$ cat src/rtl/ntt_result_unloader_if.sv
`default_nettype none
// ============================================================================
// Module   : ntt_result_unloader_if
// Purpose  : Coefficient output stream (valid/ready) of the NTT result
//            unloader. The producer uses the master modport, the consumer
//            uses the slave modport.
// Revision : 1.0 - initial release
// ============================================================================
interface ntt_result_unloader_if #(
  parameter int DATA_W = 16
) ();
  logic [DATA_W-1:0] out_data;
  logic              out_valid;
  logic              out_ready;
  logic              out_last;

  modport master (
    output out_data,
    output out_valid,
    output out_last,
    input  out_ready
  );

  modport slave (
    input  out_data,
    input  out_valid,
    input  out_last,
    output out_ready
  );
endinterface
`default_nettype wire

$ cat src/rtl/ntt_result_unloader.sv
`default_nettype none
// ============================================================================
// Module   : ntt_result_unloader
// Purpose  : Reads the final NTT coefficients from one ping-pong bank pair
//            through the RAM B ports and streams them in order over a
//            valid/ready interface, with a 2-entry FIFO absorbing the
//            1-cycle RAM latency and downstream backpressure.
// Revision : 1.0 - initial release
// ============================================================================
module ntt_result_unloader #(
  parameter int DATA_W = 16,
  parameter int ADDR_W = 7,
  parameter int NCOEF  = 256
) (
  input  logic              clk,
  input  logic              rst_n,
  input  logic              unload_start,
  input  logic              result_sel,
  output logic              ram0_enb,
  output logic              ram1_enb,
  output logic              ram2_enb,
  output logic              ram3_enb,
  output logic [ADDR_W-1:0] rd_addr,
  input  logic [DATA_W-1:0] ram0_doutb,
  input  logic [DATA_W-1:0] ram1_doutb,
  input  logic [DATA_W-1:0] ram2_doutb,
  input  logic [DATA_W-1:0] ram3_doutb,
  output logic              busy,
  output logic              unload_done,
  ntt_result_unloader_if.master out_if
);

  localparam int                CNT_W  = ADDR_W + 1;
  localparam logic [CNT_W-1:0]  C_LAST = CNT_W'(NCOEF - 1);

  typedef enum logic [1:0] {
    ST_IDLE  = 2'd0,
    ST_RUN   = 2'd1,
    ST_DRAIN = 2'd2,
    ST_DONE  = 2'd3
  } state_t;

  state_t              state_q, state_d;
  logic                sel_q, sel_d;
  logic [CNT_W-1:0]    rd_cnt_q, rd_cnt_d;
  logic [CNT_W-1:0]    out_cnt_q, out_cnt_d;
  logic [ADDR_W-1:0]   rd_addr_q, rd_addr_d;
  logic                inflight_q, inflight_d;
  logic [1:0]          bank_q, bank_d;
  logic [DATA_W-1:0]   head_data_q, head_data_d;
  logic                head_vld_q, head_vld_d;
  logic [DATA_W-1:0]   skid_data_q, skid_data_d;
  logic                skid_vld_q, skid_vld_d;

  logic                pop;
  logic                issue;
  logic                credit_ok;
  logic [1:0]          occupancy;
  logic [1:0]          issue_bank;
  logic [DATA_W-1:0]   wr_data;

  // Words held or on their way: FIFO entries plus the read returning now.
  assign pop        = head_vld_q & out_if.out_ready;
  assign occupancy  = {1'b0, head_vld_q} + {1'b0, skid_vld_q} + {1'b0, inflight_q};
  assign credit_ok  = ({1'b0, occupancy}) < (3'd2 + {2'b0, pop});
  // Bank index: pair select in the high bit, upper/lower half in the low bit.
  assign issue_bank = {sel_q, rd_cnt_q[ADDR_W]};

  // FSM next state, read issue and counter updates.
  always_comb begin
    state_d    = state_q;
    sel_d      = sel_q;
    rd_cnt_d   = rd_cnt_q;
    out_cnt_d  = out_cnt_q + {{ADDR_W{1'b0}}, pop};
    issue      = 1'b0;
    unique case (state_q)
      ST_IDLE: begin
        if (unload_start) begin
          sel_d     = result_sel;
          rd_cnt_d  = '0;
          out_cnt_d = '0;
          state_d   = ST_RUN;
        end
      end
      ST_RUN: begin
        if (credit_ok) begin
          issue    = 1'b1;
          rd_cnt_d = rd_cnt_q + 1'b1;
          if (rd_cnt_q == C_LAST) begin
            state_d = ST_DRAIN;
          end
        end
      end
      ST_DRAIN: begin
        if (pop && (out_cnt_q == C_LAST)) begin
          state_d = ST_DONE;
        end
      end
      ST_DONE: begin
        state_d = ST_IDLE;
      end
      default: state_d = ST_IDLE;
    endcase
    inflight_d = issue;
    bank_d     = issue ? issue_bank : bank_q;
    rd_addr_d  = issue ? rd_cnt_q[ADDR_W-1:0] : rd_addr_q;
  end

  // Returning word comes from the bank latched when its read was issued.
  always_comb begin
    wr_data = ram0_doutb;
    unique case (bank_q)
      2'd0: wr_data = ram0_doutb;
      2'd1: wr_data = ram1_doutb;
      2'd2: wr_data = ram2_doutb;
      2'd3: wr_data = ram3_doutb;
      default: wr_data = ram0_doutb;
    endcase
  end

  // Two-entry FIFO: head drives the stream, skid catches the word that
  // returns while the head is stalled.
  always_comb begin
    head_data_d = head_data_q;
    head_vld_d  = head_vld_q;
    skid_data_d = skid_data_q;
    skid_vld_d  = skid_vld_q;
    if (pop) begin
      if (skid_vld_q) begin
        head_data_d = skid_data_q;
        head_vld_d  = 1'b1;
        skid_vld_d  = inflight_q;
        if (inflight_q) begin
          skid_data_d = wr_data;
        end
      end else begin
        head_vld_d = inflight_q;
        if (inflight_q) begin
          head_data_d = wr_data;
        end
      end
    end else if (inflight_q) begin
      if (!head_vld_q) begin
        head_vld_d  = 1'b1;
        head_data_d = wr_data;
      end else begin
        skid_vld_d  = 1'b1;
        skid_data_d = wr_data;
      end
    end
  end

  // State and datapath registers.
  always_ff @(posedge clk or negedge rst_n) begin
    if (!rst_n) begin
      state_q     <= ST_IDLE;
      sel_q       <= 1'b0;
      rd_cnt_q    <= '0;
      out_cnt_q   <= '0;
      rd_addr_q   <= '0;
      inflight_q  <= 1'b0;
      bank_q      <= 2'd0;
      head_data_q <= '0;
      head_vld_q  <= 1'b0;
      skid_data_q <= '0;
      skid_vld_q  <= 1'b0;
    end else begin
      state_q     <= state_d;
      sel_q       <= sel_d;
      rd_cnt_q    <= rd_cnt_d;
      out_cnt_q   <= out_cnt_d;
      rd_addr_q   <= rd_addr_d;
      inflight_q  <= inflight_d;
      bank_q      <= bank_d;
      head_data_q <= head_data_d;
      head_vld_q  <= head_vld_d;
      skid_data_q <= skid_data_d;
      skid_vld_q  <= skid_vld_d;
    end
  end

  assign ram0_enb = issue && (issue_bank == 2'd0);
  assign ram1_enb = issue && (issue_bank == 2'd1);
  assign ram2_enb = issue && (issue_bank == 2'd2);
  assign ram3_enb = issue && (issue_bank == 2'd3);
  assign rd_addr  = rd_addr_d;

  assign out_if.out_data  = head_data_q;
  assign out_if.out_valid = head_vld_q;
  assign out_if.out_last  = head_vld_q && (out_cnt_q == C_LAST);

  assign busy        = (state_q != ST_IDLE);
  assign unload_done = (state_q == ST_DONE);

endmodule
`default_nettype wire

$ cat src/flat_wrapper.sv
// flat-port wrapper written by rule: the top's interface ports become plain ports
module ntt_result_unloader_flat 
#(
  parameter int DATA_W = 16,
  parameter int ADDR_W = 7,
  parameter int NCOEF  = 256
)
  (clk, rst_n, unload_start, result_sel, ram0_enb, ram1_enb, ram2_enb, ram3_enb, rd_addr, ram0_doutb, ram1_doutb, ram2_doutb, ram3_doutb, busy, unload_done, out_if_out_data, out_if_out_valid, out_if_out_last, out_if_out_ready);
  ntt_result_unloader_if #(.DATA_W(DATA_W)) out_if_i ();
  input  logic clk;
  input  logic rst_n;
  input  logic unload_start;
  input  logic result_sel;
  output logic ram0_enb;
  output logic ram1_enb;
  output logic ram2_enb;
  output logic ram3_enb;
  output logic [ADDR_W-1:0] rd_addr;
  input  logic [DATA_W-1:0] ram0_doutb;
  input  logic [DATA_W-1:0] ram1_doutb;
  input  logic [DATA_W-1:0] ram2_doutb;
  input  logic [DATA_W-1:0] ram3_doutb;
  output logic busy;
  output logic unload_done;
  output wire logic [$bits(out_if_i.out_data)-1:0] out_if_out_data;
  output wire logic [$bits(out_if_i.out_valid)-1:0] out_if_out_valid;
  output wire logic [$bits(out_if_i.out_last)-1:0] out_if_out_last;
  input wire logic [$bits(out_if_i.out_ready)-1:0] out_if_out_ready;
  assign out_if_out_data = out_if_i.out_data;
  assign out_if_out_valid = out_if_i.out_valid;
  assign out_if_out_last = out_if_i.out_last;
  assign out_if_i.out_ready = out_if_out_ready;
  ntt_result_unloader #(.DATA_W(DATA_W), .ADDR_W(ADDR_W), .NCOEF(NCOEF)) u_core (.clk(clk), .rst_n(rst_n), .unload_start(unload_start), .result_sel(result_sel), .ram0_enb(ram0_enb), .ram1_enb(ram1_enb), .ram2_enb(ram2_enb), .ram3_enb(ram3_enb), .rd_addr(rd_addr), .ram0_doutb(ram0_doutb), .ram1_doutb(ram1_doutb), .ram2_doutb(ram2_doutb), .ram3_doutb(ram3_doutb), .busy(busy), .unload_done(unload_done), .out_if(out_if_i));
endmodule
$ cat config.mk
export PLATFORM = sky130hd
export DESIGN_NAME = ntt_result_unloader_flat
export DESIGN_NICKNAME = d
export VERILOG_FILES = /design/src/rtl/ntt_result_unloader_if.sv /design/src/rtl/ntt_result_unloader.sv /design/src/flat_wrapper.sv
export SDC_FILE = /design/constraint.sdc
export NUM_CORES = 1
export LEC_CHECK = 0
export BUFFER_PORTS_ARGS = -buffer_cell sky130_fd_sc_hd__buf_2
export CORE_ASPECT_RATIO = 0.8
export CORE_MARGIN = 2
export CORE_UTILIZATION = 35
export CTS_CLUSTER_DIAMETER = 60
export DETAILED_ROUTE_END_ITERATION = 12
export PLACE_DENSITY = 0.58
export SYNTH_ARGS = -nofsm -noshare
export SYNTH_HDL_FRONTEND = slang
export SYNTH_SLANG_ARGS = --single-unit
$ cat constraint.sdc
create_clock -name clk -period 2.55 [get_ports clk]
set_input_delay 0.255 -clock clk [delete_from_list [all_inputs] [get_ports clk]]
set_output_delay 0.255 -clock clk [all_outputs]
set_load 0.02 [all_outputs]
==> metrics.txt, run 1 <==
main area contributors after synthesis dfrtp_1 47%, mux4_2 11%, mux2i_1 5.3%; initial cell density of the core 0.354; Reg2Reg Capture Point u_core.state_q[1]$_DFFE_PN0P_; CTS Root Cell clkbuf_16; GPL Wtd Cong 0.799; Top FF cell, synth dfrtp_1; period utilization 0.952; met3 Track Usage GR 0.0496; first-pass GRT wire length 12.2 mm; clk_skew 3.24 ps; Synth area leader dfrtp_1; Startpoint Class register; Arr. time, crit path 2170 ps; Std-Cell Rows 32; CTS buffer count 9; buffer levels on the longest clock path 2; Least-Margin Pin Slew 828 ps; # DRC 0; Die ar. 0.0105 mm2; synthesized area per cell 11.5 um2; setup_tns 0 ps; initial antenna violation count 0; Placed Area 0.00400 mm2; Chip Height 91.8 um; critical path class register to output pin; Setup-failing EPs final 0; P&R area growth vs syn 28.5%; Skew-Pair Late Insertion Delay 330 ps; status complete, no violations; met2 Use GR 0.240; via count 2604; clk sinks 63; Hold Path End u_core.sel_q$_DFFE_PN0P_; number of buffers added on ports 99; largest net degree at the start of global routing 42; syn nets 372; register area 0.00158 mm2; worst hold path cell count 2; H-tree lvl count 3; Routed WL 7.63 mm; post-synthesis mux area share 0.222; layout cells sized above 1 0.426; total power draw 5.18 mW; worst r2r src u_core.skid_vld_q$_DFFE_PN0P_; Final Hold Violating Endpoints 0; die width 114 um; hold_ws 159 ps; sequential fraction of the synthesis area 0.467; Power Dens Cells 1190 mW/mm2; area of the core 0.00953 mm2; Tot GR Track Use 0.153; DRT antenna net count 0; Worst setup EP type output pin; GRT overflow 0; min-delay src result_sel; met1 Track Usage GR 0.199; Reg2Reg Depth 6; post-synthesis adder-cell area fraction 0.0356; unrepaired setup endpoints after global routing false; design area 0.00434 mm2; Final nets 477; Worst R2R Setup Slack 370 ps; Tmin final 2430 ps; CTS tree built; area of the multi-input gates 0.00168 mm2; Leak 2.06 nW; Simple-Gate Fraction of Synth Area 0.131; Max VDD drop 0.375 mV; Ys Warns 0; gr busiest metal met2; top post-synthesis cells by count 63 x dfrtp_1, 35 x nand2_1, 30 x nor2_1; number of synthesized flops with an enable pin 0; number of diodes 0; # IOs 100; post-synth cell types 46; f_max 0.412 GHz; Max Slew Vio Count 0; Synth Register Bits 63; DRT Pass-1 Iters 4; # fillers 925; relative slew slack 0.448; xor and xnor area share after synthesis 0.0234; post-synth top area share 0.467; synthesized cell area 0.00338 mm2; Clk pin slew, worst setup/hold paths 60 ps; Synth Area in Compound Gates 0.0804; largest family of logic cells by synthesized area multiplexers; via/cell ratio 4.98; crit path max fanout 10; drt wl/cell 14.6 um; Final HPWL DP 5.40 mm; vias in the first global route 2508; most common cell in the netlist dfrtp_1; WP data required 2300 ps; Synth async-reset ratio 1.00; worst hold path class primary input to register; max cap viols 0; Gate Count Post-Synth 294; 1st-iter DRT viols 96
worst max path at each step:
| stage | from | to | cells past startpoint |
|---|---|---|---|
| after floorplan | u_core.out_if.out_valid$_DFFE_PN0P_ | ram0_enb | 7 |
| after global placement | u_core.skid_vld_q$_DFFE_PN0P_ | rd_addr[6] | 8 |
| after detailed placement | u_core.skid_vld_q$_DFFE_PN0P_ | rd_addr[6] | 8 |
| after CTS | u_core.inflight_q$_DFF_PN0_ | rd_addr[6] | 8 |
| after global routing | u_core.skid_vld_q$_DFFE_PN0P_ | ram1_enb | 8 |
| final | u_core.skid_vld_q$_DFFE_PN0P_ | ram1_enb | 8 |
power by group:
| group | switching (mW) | internal (mW) |
|---|---|---|
| sequential | 0.304 | 1.45 |
| clock | 0.460 | 0.755 |
| combinational | 1.27 | 0.945 |
logic make-up (layout without fill, tap and decap cells):
kind of cell	count (synthesis)	in the layout
AND/OR/NAND/NOR	97	97
flip-flops	63	63
multiplexers	52	52
AO/OA/AOI/OAI	38	38
buffers and inverters	26	136
adder cells (fa/ha/maj)	9	9
XOR/XNOR	9	9
state kept, by name, summed over array words and instances (netlist names):
| register | cells |
|---|---|
| u_core.out_if.out_data | 16 |
| u_core.bank_q | 2 |
| u_core.out_if.out_valid | 1 |
| u_core.state_q | 2 |
| u_core.out_cnt_q | 8 |
| u_core.inflight_q | 1 |
| u_core.skid_data_q | 16 |
| u_core.rd_cnt_q | 8 |
| u_core.rd_addr_q | 7 |
| u_core.skid_vld_q | 1 |
| u_core.sel_q | 1 |
routing by layer:
| metal | part of all wire | wire length [um] |
|---|---|---|
| met4 | 0.011 | 87 |
| met1 | 0.46 | 3520 |
| met2 | 0.47 | 3570 |
| met5 | 0 | 0 |
| met3 | 0.058 | 440 |
worst max-delay path, stage by stage, from the launching register on:
cell	delay [ps]
dfrtp_1	340
inv_1	80
fa_2	620
a31o_4	190
nand2_2	100
inv_2	170
nand2_1	100
nor2_1	90
buf_2	160
cell usage in the layout (no fill, tap or decap), types with 3 or more instances in the layout:
master / synthesis / routed
a21oi_1: 21 / 20
buf_2: 6 / 98
buf_4: 2 / 8
clkbuf_16: 0 / 9
clkinvlp_4: 0 / 4
dfrtp_1: 63 / 63
ha_1: 8 / 8
inv_1: 10 / 9
mux2_2: 16 / 16
mux2i_1: 18 / 18
mux4_2: 16 / 16
nand2_1: 35 / 34
nand2b_1: 3 / 3
nand3_1: 7 / 7
nand4_1: 6 / 6
nor2_1: 30 / 30
nor2b_1: 3 / 3
nor3_1: 3 / 3
xnor2_1: 4 / 4
xor2_1: 5 / 5
area by class of cell:
class | instances | area share
clock buffer | 9 | 0.0519
clock inverter | 7 | 0.0170
inverter | 11 | 0.00952
multi-input combinational | 205 | 0.387
sequential | 63 | 0.363
tap | 119 | 0.0343
timing repair buffer | 109 | 0.136
through the flow:
step / setup slack [ps] / std cells / util
2_1_floorplan: 52.6 / 294 / -
3_3_place_gp: 349 / 505 / 0.420
3_5_place_dp: 306 / 505 / 0.420
4_1_cts: 34.4 / 523 / 0.453
5_1_grt: 5.59 / 523 / 0.455
6_report: 123 / 523 / 0.455
timing repair:
item | CTS | global route
resized for setup | 1 | 5
setup endpoints to repair | 8 | 9
pin swaps | 1 | 1
endpoints found under the hold margin | 22 | 0
setup buffers | 1 | 0
hold buffers | 1 | 0
Note: power is estimated with default switching activity, not from simulation.
==> inputs of run 2 (changes only) <==
- RECOVER_POWER: default -> 25
==> run 2 against run 1 <==
  * Core utilization down 0.22 points
  * Final area decreased by 0.49%
  * Combinational power barely moved
==> metrics.txt, run 2 (synthesis results as in run 1) <==
status complete, no violations; initial cell density of the core 0.354; buffer levels on the longest clock path 2; relative slew slack 0.116; max cap viols 0; Die ar. 0.0105 mm2; design area 0.00432 mm2; Seq pwr share 0.342; via/cell ratio 4.96; Skew-Pair Late Insertion Delay 330 ps; DRT antenna net count 0; via count 2596; 1st-iter DRT viols 107; layout cells sized above 1 0.384; die width 114 um; period utilization 0.954; WP data required 2300 ps; # DRC 0; P_sw 2.04 mW; Placed Area 0.00400 mm2; number of buffers added on ports 99; final setup margin 117 ps; Cell Int Power 3.11 mW; largest net degree at the start of global routing 42; clk_skew 2.99 ps; Clk pin slew, worst setup/hold paths 50 ps; Final HPWL DP 5.40 mm; total power draw 5.15 mW; crit path max fanout 10; Leak 2.02 nW; Tot GR Track Use 0.153; worst hold path class primary input to register; dpl ws 306 ps; Max Slew Vio Count 0; Reg2Reg Depth 6; Setup crit end ram1_enb; Comb power frac 0.423; CTS buffer count 9; first-pass GRT wire length 12.2 mm; Reg2Reg Capture Point u_core.state_q[1]$_DFFE_PN0P_; Final nets 477; P&R area growth vs syn 27.9%; Max VDD drop 0.376 mV; DRT Pass-1 Iters 4; critical path class register to output pin; Chip Height 91.8 um; Routed WL 7.65 mm; Setup-failing EPs final 0; number of diodes 0; Std-Cell Rows 32; Power Dens Cells 1190 mW/mm2; H-tree lvl count 3; CTS tree built; unrepaired setup endpoints after global routing false; # fillers 932; GPL Wtd Cong 0.799; Startpoint Class register; Worst R2R Setup Slack 360 ps; worst r2r src u_core.skid_vld_q$_DFFE_PN0P_; Least-Margin Pin Slew 1330 ps; Arr. time, crit path 2180 ps; vias in the first global route 2508; Final Hold Violating Endpoints 0; Worst setup EP type output pin; setup_tns 0 ps; drt wl/cell 14.6 um; Switching Share 0.395; CTS Root Cell clkbuf_16; Tmin final 2430 ps; final core utilization 0.453; # IOs 100; initial antenna violation count 0; clk sinks 63; most common cell after layout, fill and taps aside buf_2; area of the core 0.00953 mm2; GRT overflow 0; most frequent cells in the layout 81 x buf_2, 63 x dfrtp_1, 34 x nand2_1; Worst Setup SP u_core.skid_vld_q$_DFFE_PN0P_; f_max 0.411 GHz; Clk pwr share 0.236
==> run 2: worst min-delay path by stage <==
stage / startpoint / to / slack, ps / cells past startpoint
2_1_floorplan: rst_n / u_core.bank_q[0]$_DFFE_PN0P_ / -40 / 0
3_3_place_gp: rst_n / u_core.out_if.out_data[11]$_DFFE_PN0P_ / 270 / 1
3_5_place_dp: rst_n / u_core.out_if.out_data[11]$_DFFE_PN0P_ / 280 / 1
4_1_cts: result_sel / u_core.sel_q$_DFFE_PN0P_ / 150 / 2
5_1_grt: result_sel / u_core.sel_q$_DFFE_PN0P_ / 150 / 2
6_report: result_sel / u_core.sel_q$_DFFE_PN0P_ / 160 / 2
==> run 2: timing repair <==
action                                 4_1_cts  5_1_grt
setup endpoints to repair                    8        9
pin swaps                                    1        1
setup buffers                                1        0
endpoints found under the hold margin       22        0
gates resized for setup                      1        5
hold buffers                                 1        0
==> run 2: metal layers <==
| layer | track usage | vias up | routed length, um |
|---|---|---|---|
| met5 | 0 | - | 0 |
| met4 | 0.0528 | 0 | 100 |
| met3 | 0.0496 | 8 | 444 |
| met2 | 0.240 | 75 | 3570 |
| met1 | 0.199 | 1256 | 3530 |
| li1 | - | 1257 | - |
==> run 2: power by group through the flow <==
stage | clock (mW) | combinational, mW | sequential (mW)
2_1_floorplan | 0 | 1.45 | 1.84
3_3_place_gp | 0 | 2.11 | 1.76
3_5_place_dp | 0 | 2.17 | 1.76
4_1_cts | 1.24 | 2.20 | 1.75
5_1_grt | 1.29 | 2.42 | 1.81
6_report | 1.21 | 2.18 | 1.76
==> run 2: worst max-delay path, cell delays in order, from the launching register on <==
cell and delay, ps:
dfrtp_1 350, inv_1 80, fa_2 620, a31o_4 190
nand2_2 100, inv_2 170, nand2_1 100, nor2_1 90
buf_2 160
==> run 2: cell type report <==
type	count	area (um2)	area share
timing repair buffer	109	571	0.132
clock inverter	7	73.8	0.0171
tap	119	149	0.0345
multi-input combinational	205	1680	0.389
inverter	11	41.3	0.00957
clock buffer	9	225	0.0522
sequential	63	1580	0.365
==> run 2: through the flow <==
stage	hold slack, ps	std cells
after floorplan	-40.6	294
after global placement	275	505
after detailed placement	278	505
after CTS	148	523
after global routing	151	523
final	158	523
==> inputs of run 3 (changes only) <==
- BUFFER_PORTS_ARGS: -buffer_cell sky130_fd_sc_hd__buf_2 -> -buffer_cell sky130_fd_sc_hd__clkbuf_2
==> run 3 against run 2 <==
  * Sequential power about the same
  * Hold slack better by 6.2 ps
  * Non-clock buffer count is 1 lower
  * Sequential cell count unchanged
  * Clock power grew 3%
  * First-iteration DRC count decreased by 10%
  * Critical endpoint is now rd_addr[6]
  * Critical path depth is 1 lower
  * Total power is 2.0% higher
  * Final cell count is 0.19% lower
  * Combinational power grew 3%
  * The flow now finishes with violations (capacitance limit, slew limit)
  * Register-to-register slack worse by 30 ps
==> metrics.txt, run 3 (synthesis results as in run 1) <==
status finished, violations left; failing checks capacitance limit, slew limit; P&R area growth vs syn 28.3%; most frequent cells in the layout 98 x clkbuf_2, 63 x dfrtp_1, 34 x nand2_1; Comb power frac 0.427; worst hold path class primary input to register; P_sw 2.01 mW; Least-Margin Pin Slew 1710 ps; Worst Setup SP u_core.skid_vld_q$_DFFE_PN0P_; # IOs 100; critical path class register to output pin; crit path buf inv count 3; WP data required 2300 ps; Die ar. 0.0105 mm2; critical-path cell list inv_1, fa_2, a31o_4, nand2_4, buf_6, o21ai_1, clkbuf_4; most common cell after layout, fill and taps aside clkbuf_2; Max VDD drop 0.345 mV; GPL Wtd Cong 0.756; f_max 0.406 GHz; relative slew slack -0.140; via count 2575; DRT Pass-1 Iters 4; critical path's slowest cell fa_2; setup_tns 0 ps; unrepaired setup endpoints after global routing false; clk_skew 3.91 ps; Switching Share 0.383; final core utilization 0.454; Tot GR Track Use 0.150; crit path max fanout 9; Clk pwr share 0.238; Post-CTS Hold Fix Bufs 0; clk sinks 63; largest net degree at the start of global routing 33; via/cell ratio 4.93; Routed WL 7.56 mm; number of diodes 0; GRT overflow 0; CTS Root Cell clkbuf_16; Leak 2.09 nW; 1st-iter DRT viols 96; Critical Path Max Stage Delay 590 ps; Crit. path cell count 7; Worst R2R Setup Slack 330 ps; Skew-Pair Late Insertion Delay 330 ps; CTS tree built; Arr. time, crit path 2210 ps; drt wl/cell 14.5 um; buffer levels on the longest clock path 2; # DRC 0; Clk pin slew, worst setup/hold paths 50 ps; worst r2r src u_core.skid_vld_q$_DFFE_PN0P_; first-pass GRT wire length 12.1 mm; Setup-failing EPs final 0; initial cell density of the core 0.354; Reg2Reg Depth 6; Chip Height 91.8 um; CTS buffer count 9; DRT antenna net count 0; Tmin final 2460 ps; Final HPWL DP 5.45 mm; die width 114 um; Final Hold Violating Endpoints 0; period utilization 0.965; vias in the first global route 2414; Startpoint Class register; H-tree lvl count 3; number of buffers added on ports 99; Final nets 476; Power Dens Cells 1210 mW/mm2; Seq pwr share 0.334; area of the core 0.00953 mm2; Std-Cell Rows 32; max cap viols 1; worst hold path cell count 2; Setup crit end rd_addr[6]; delay-heaviest family, CP adder cells; layout cells sized above 1 0.419; Worst setup EP type output pin; Reg2Reg Capture Point u_core.state_q[1]$_DFFE_PN0P_; initial antenna violation count 0; Cell Int Power 3.24 mW; Max Slew Vio Count 31
-- run 3: cell count changes in the layout (fill, tap and decap cells not counted), moves of 2 or more --
cell,delta
clkbuf_2,+98
buf_2,-81
clkbuf_1,-15
clkinvlp_4,-4
clkbuf_8,+3
inv_2,-2
-- run 3: worst min path at each step --
stage	startpoint	end	slack [ps]
floorplan	rst_n	u_core.bank_q[0]$_DFFE_PN0P_	-40
global placement	rst_n	u_core.sel_q$_DFFE_PN0P_	360
detailed placement	rst_n	u_core.state_q[0]$_DFFE_PN0P_	360
CTS	rst_n	u_core.rd_addr_q[0]$_DFF_PN0_	20
global route	result_sel	u_core.sel_q$_DFFE_PN0P_	160
finish	result_sel	u_core.sel_q$_DFFE_PN0P_	160
-- run 3: per-layer routing --
layer / GRT usage / part of all wire
met5: 0 / 0
met1: 0.208 / 0.48
met2: 0.222 / 0.45
met3: 0.0542 / 0.059
met4: 0.0427 / 0.0097
-- run 3: metrics by stage --
stage / hold WS, ps / power, mW / instance area (um2) / cells / setup slack [ps]
3_3_place_gp: 356 / 3.88 / 3980 / 504 / 343
2_1_floorplan: -40.6 / 3.30 / 3380 / 294 / 52.6
5_1_grt: 160 / 5.63 / 4330 / 522 / 2.21
4_1_cts: 15.3 / 5.22 / 4300 / 520 / 28.7
6_report: 165 / 5.26 / 4330 / 522 / 88.8
3_5_place_dp: 360 / 3.93 / 3980 / 504 / 292
-- run 3: what timing repair did --
| item | 4_1_cts | 5_1_grt |
|---|---|---|
| setup buffers | 0 | 2 |
| setup endpoints to repair | 9 | 9 |
| gates resized for setup | 2 | 7 |
| pin swaps | 1 | 1 |
| hold endpoints to repair | 0 | 0 |
-- run 3: layout make-up --
type | count | area [um2]
clock inverter | 3 | 40.0
inverter | 11 | 43.8
timing repair buffer | 108 | 566
fill | 934 | 5200
clock buffer | 13 | 270
sequential | 63 | 1580
multi-input combinational | 205 | 1690
tap | 119 | 149
-- run 3: power by group through the flow --
stage	clock (mW)	sequential, mW	combinational [mW]
3_5_place_dp	0	1.77	2.16
3_3_place_gp	0	1.77	2.11
2_1_floorplan	0	1.84	1.45
4_1_cts	1.28	1.76	2.18
6_report	1.25	1.76	2.25
5_1_grt	1.33	1.82	2.48
